<file path="src/rtl/mod_mul_serial_if.sv">
// Request/response bundle for the bit-serial secp256k1 field multiplier.
// Handshake: start is a request that is taken only while busy is low; done pulses for one cycle with product valid.
interface mod_mul_serial_if #(
    parameter int WIDTH = 256
);
    logic             start;
    logic [WIDTH-1:0] a;
    logic [WIDTH-1:0] b;
    logic             busy;
    logic             done;
    logic [WIDTH-1:0] product;

    modport master (
        output start, a, b,
        input  busy, done, product
    );

    modport slave (
        input  start, a, b,
        output busy, done, product
    );
endinterface

</file>
<file path="src/rtl/mod_mul_serial.sv">
// Bit-serial interleaved modular multiplier, product = (a * b) mod P, one multiplier bit per clock, MSB first.
// Optional MOD_MUL_ZERO_BYPASS_EN: a zero operand skips the RUN phase and finishes the cycle after the start edge.
module mod_mul_serial (
    input  logic                 clk,
    input  logic                 reset,
    mod_mul_serial_if.slave      bus,
    output logic [1:0]           state_dbg
);
    localparam int WIDTH = 256;
    localparam logic [WIDTH-1:0] P =
        256'hFFFFFFFF_FFFFFFFF_FFFFFFFF_FFFFFFFF_FFFFFFFF_FFFFFFFF_FFFFFFFE_FFFFFC2F;

    typedef enum logic [1:0] {
        IDLE = 2'd0,
        RUN  = 2'd1,
        DONE = 2'd2
    } state_t;

    state_t           state;
    logic [WIDTH-1:0] a_r;
    logic [WIDTH-1:0] b_sh;
    logic [WIDTH-1:0] acc;
    logic [7:0]       cnt;
    logic [WIDTH-1:0] product_r;
    logic             busy_r;
    logic             done_r;

    logic [WIDTH-1:0] dbl;
    logic [WIDTH-1:0] nxt;
    logic             zero_bypass;

    // Both inputs are < P, so a single conditional subtract fully reduces the sum.
    function automatic logic [WIDTH-1:0] mod_add(input logic [WIDTH-1:0] x, input logic [WIDTH-1:0] y);
        logic [WIDTH:0] s;
        s = {1'b0, x} + {1'b0, y};
        if (s >= {1'b0, P}) begin
            s = s - {1'b0, P};
        end
        return s[WIDTH-1:0];
    endfunction

    always_comb begin
        dbl = mod_add(acc, acc);
        nxt = dbl;
        if (b_sh[WIDTH-1]) begin
            nxt = mod_add(dbl, a_r);
        end
    end

`ifdef MOD_MUL_ZERO_BYPASS_EN
    assign zero_bypass = (bus.a == '0) || (bus.b == '0);
`else
    assign zero_bypass = 1'b0;
`endif

    always_ff @(posedge clk or negedge reset) begin
        if (!reset) begin
            state     <= IDLE;
            a_r       <= '0;
            b_sh      <= '0;
            acc       <= '0;
            cnt       <= '0;
            product_r <= '0;
            busy_r    <= 1'b0;
            done_r    <= 1'b0;
        end else begin
            case (state)
                IDLE: begin
                    done_r <= 1'b0;
                    if (bus.start) begin
                        busy_r <= 1'b1;
                        if (zero_bypass) begin
                            product_r <= '0;
                            done_r    <= 1'b1;
                            state     <= DONE;
                        end else begin
                            a_r   <= bus.a;
                            b_sh  <= bus.b;
                            acc   <= '0;
                            cnt   <= 8'd255;
                            state <= RUN;
                        end
                    end
                end
                RUN: begin
                    acc  <= nxt;
                    b_sh <= b_sh << 1;
                    cnt  <= cnt - 8'd1;
                    // cnt==0 marks the last multiplier bit; its result is the product.
                    if (cnt == 8'd0) begin
                        product_r <= nxt;
                        done_r    <= 1'b1;
                        state     <= DONE;
                    end
                end
                DONE: begin
                    done_r <= 1'b0;
                    busy_r <= 1'b0;
                    state  <= IDLE;
                end
                default: begin
                    done_r <= 1'b0;
                    busy_r <= 1'b0;
                    state  <= IDLE;
                end
            endcase
        end
    end

    assign bus.busy    = busy_r;
    assign bus.done    = done_r;
    assign bus.product = product_r;
    assign state_dbg   = state;
endmodule

</file>
<file path="src/flat_wrapper.sv">
// flat-port wrapper written by rule: the top's interface ports become plain ports
module mod_mul_serial_flat 
  (clk, reset, state_dbg, bus_start, bus_a, bus_b, bus_busy, bus_done, bus_product);
  mod_mul_serial_if bus_i ();
  input  logic clk;
  input  logic reset;
  output logic [1:0] state_dbg;
  input wire logic [$bits(bus_i.start)-1:0] bus_start;
  input wire logic [$bits(bus_i.a)-1:0] bus_a;
  input wire logic [$bits(bus_i.b)-1:0] bus_b;
  output wire logic [$bits(bus_i.busy)-1:0] bus_busy;
  output wire logic [$bits(bus_i.done)-1:0] bus_done;
  output wire logic [$bits(bus_i.product)-1:0] bus_product;
  assign bus_i.start = bus_start;
  assign bus_i.a = bus_a;
  assign bus_i.b = bus_b;
  assign bus_busy = bus_i.busy;
  assign bus_done = bus_i.done;
  assign bus_product = bus_i.product;
  mod_mul_serial u_core (.clk(clk), .reset(reset), .bus(bus_i), .state_dbg(state_dbg));
endmodule
</file>
<file path="config.mk">
export PLATFORM = sky130hd
export DESIGN_NAME = mod_mul_serial_flat
export DESIGN_NICKNAME = d
export VERILOG_FILES = /design/src/rtl/mod_mul_serial_if.sv /design/src/rtl/mod_mul_serial.sv /design/src/flat_wrapper.sv
export SDC_FILE = /design/constraint.sdc
export NUM_CORES = 2
export LEC_CHECK = 0
export ABC_CLOCK_PERIOD_IN_PS = 23200
export CORE_MARGIN = 5
export CORE_UTILIZATION = 30
export CTS_CLUSTER_SIZE = 12
export DETAILED_ROUTE_END_ITERATION = 10
export DONT_BUFFER_PORTS = 1
export SYNTH_ARGS = -nofsm -noshare
export SYNTH_HDL_FRONTEND = slang
export SYNTH_SLANG_ARGS = --single-unit
</file>
<file path="constraint.sdc">
create_clock -name clk -period 23.2 [get_ports clk]
set_clock_uncertainty 0.2 [all_clocks]
set_input_delay 3.48 -clock clk [delete_from_list [all_inputs] [get_ports clk]]
set_output_delay 3.48 -clock clk [all_outputs]
set_load 0.1 [all_outputs]
</file>
==> flow_summary_export.csv <==
group,metric,value,unit
synth,synthArstFlopShare,1.00,
floorplan,start_util,0.302,
grt,grt_pass1_wl,660,mm
route,routed_wl,479,mm
setup_path,r2r_start,"u_core.acc[177]",
grt,grt_max_degree,259,
sta,clock.fmax,62.5,MHz
synth,synth-edff-count,0,
placed_design,place_ws,7.82,ns
layout,fin_area,0.0899,sq mm
layout,nNetsFinal,11300,
grt,overflow,0,
clock_network,clk_pin_slew,0.06,ns
floorplan,core-area,0.271,sq mm
grt,grtUsageTotal,0.321,
clock_network,cts_max_level,3,
run_status,status,"finished, final reports clean",
route,wl_per_cell,33.8,um
clock_network,postCtsSetupRepairBufs,0,
synth,ys_seq_area_frac,0.317,
clock_network,clkLatencyLatePin,0.89,ns
synth,synth.top_cell.area_share,0.317,
clock_network,cts_made_buffers,123,
setup_path,cp_slowest_stage_delay,0.80,ns
placed_design,post_dp_cell_area,0.0856,sq mm
layout,drive_above_1_share,0.0631,
sta,rsz0062_at_grt,"no",
synth,yosys_warnings,0,
sta,maxSlewViolCount,0,
flow_run,cap_violations,0,
floorplan,dieArea,0.283,sq mm
route,ant_nets,0,
synth,synth_top_area_cell,"dfrtp_1",
floorplan,row_count,191,
sta,finalSetupViolCount,0,
setup_path,worstPathMaxFanout,36,
route,vias,87900,
synth,yosys_most_used_dff,"dfrtp_1",
setup_path,reg2reg_slack,7.19,ns
grt,grt_use_met1,0.440,
route,vias_per_cell,6.20,
sta,tightest_slew,1.46,ns
clock_network,cts_sinks,1036,
synth,synthesis.instances,10800,
setup_path,crit-reg2reg-capture,"u_core.bus.product[113]",
setup_path,endpoint_kind,"register",
grt,grt_pass1_vias,83000,
floorplan,die_h,532,um
grt,use_met3,0.0727,
clock_network,cts_hold_buf,0,
route,first_pass_iters,6,
setup_path,slowest_stage,"nor2_1",
synth,syn_nets,11600,
grt,top_usage_layer,"met2",
setup_path,cp.required,23.73,ns
grt,use_met2,0.485,
sta,hold_violations,0,
sta,slew_headroom,0.0194,
sta,min_period,16.01,ns
min_path,hold_start,"u_core.bus.product[255]",
layout,syn2layout_area_growth,9.86,%
route,drc,0,
setup_path,worstPathArrival,16.54,ns
clock_network,cts_tree,"done",
sta,fin_ws,7.19,ns
clock_network,cts_resized,0,
synth,synth_commonest_cells,"2,187 x nand2_1, 1,038 x nor2_1, 1,036 x dfrtp_1, 654 x a21oi_1, 649 x o21ai_0",
synth,synthTopCellsByArea,"dfrtp_1 32%, nand2_1 10%, nor2_1 4.8%, xnor2_1 4.4%, ha_1 4.0%",
layout,seqCellArea,0.0259,sq mm
synth,ys_types,117,
placed_design,gp_congestion,1.08,
synth,synth_most_common_cell,"nand2_1",
clock_network,clockRootBuffer,"clkbuf_16",
setup_path,critPathMostFrequentCell,"nand2_1",
setup_path,crit_type,"reg2reg",
placed_design,hpwlAfterDp,399,mm
min_path,min_path_type,"reg2reg",
min_path,hold_depth,1,
min_path,hold_end,"u_core.bus.product[255]",
route,drtIter0Drc,11300,
synth,avgSynthCellArea,7.58,sq um
clock_network,cts.path.max_buffers,4,
synth,ys_ff_latch,1036,
layout,nFillCells,29300,
layout,final_util,0.332,
sta,fin_crit_sh,0.690,
sta,tns,0,ns
grt,antenna_found_initial,33,
placed_design,port_buffers,0,
setup_path,start_kind,"register",
setup_path,r2r_cells,39,
floorplan,dieWidth,532,um
synth,netlist_area,0.0818,sq mm
layout,multi_input_area,0.0530,sq mm
floorplan,ios,775,
cells in the final DEF, fill, tap and decap left out, drive strengths merged, types with 39 or more instances in the layout:
cell type / count
nand2: 2188
nor2: 1041
dfrtp: 1036
o21ai: 698
a21oi: 665
xnor2: 409
nand4: 407
nand3: 332
a31oi: 319
nor3: 283
xor2: 271
ha: 263
a21o: 245
buf: 214
nor4: 191
a22oi: 177
clkbuf: 176
inv: 139
a211oi: 135
and4: 120
and3: 95
and2: 94
o31ai: 87
or3: 69
a22o: 67
o221ai: 67
mux2: 50
or2: 49
o21bai: 48
o21a: 45
a221oi: 40
o211ai: 39
flip-flops by register name, summed over array words and instances (netlist names):
| signal | flops |
|---|---|
| u_core.a_r | 256 |
| u_core.acc | 256 |
| u_core.bus.busy | 1 |
| u_core.state_dbg | 2 |
| u_core.cnt | 8 |
| u_core.b_sh | 256 |
| u_core.bus.done | 1 |
| u_core.bus.product | 256 |
area by class of cell:
class                           instances  share of cell area
Tap cell                             3570              0.0497
Multi-Input combinational cell       8983               0.589
Clock inverter                         46             0.00637
Inverter                              133             0.00558
Sequential cell                      1036               0.288
Antenna cell                           14            0.000390
Clock buffer                          176              0.0403
Timing Repair Buffer                  214              0.0204
logic make-up after synthesis:
group	Yosys count	share of synthesized area
muxes	78	0.0103
DFF	1036	0.317
AOI/OAI and AO/OA	2871	0.227
xor gates and xnor gates	680	0.0729
adders and majority gates	264	0.0404
and+or+nand+nor	5090	0.293
buffers and inverters	774	0.0389
metal layers:
metal | vias to the layer above | wire length (um)
met1 | 43900 | 205000
met4 | 26 | 24700
met5 | - | 167
met3 | 725 | 44700
met2 | 4610 | 204000
li1 | 38700 | -
critical path: cells and delay by family (launching register included):
kind            cells  cell delay, ns
fa+ha+maj           1            0.51
xor+xnor            3            1.07
flops               1            0.46
buf+inv             5            1.56
compound gates      4            1.46
simple gates       26           10.45
how the worst max path moves through the flow:
| stage | from | endpoint | slack, ns | cells after the start |
|---|---|---|---|---|
| floorplan | u_core.acc[195] | u_core.bus.product[183] | 13.64 | 39 |
| global placement | u_core.acc[177] | u_core.bus.product[113] | 7.91 | 39 |
| detailed placement | u_core.acc[177] | u_core.bus.product[113] | 7.82 | 39 |
| CTS | u_core.acc[177] | u_core.bus.product[113] | 7.85 | 39 |
| global route | u_core.acc[177] | u_core.bus.product[113] | 7.08 | 39 |
| finish | u_core.acc[177] | u_core.bus.product[113] | 7.19 | 39 |
per-stage QoR:
stage / cells / hold slack (ns)
2_1_floorplan: 10800 / 0.250
3_3_place_gp: 13900 / 0.266
3_5_place_dp: 13900 / 0.276
4_1_cts: 14200 / 0.290
5_1_grt: 14200 / 0.325
6_report: 14200 / 0.284
Power is left out: the tool's default activity adds up to more than one toggle a clock period on the data nets, which glitch-free logic cannot reach.
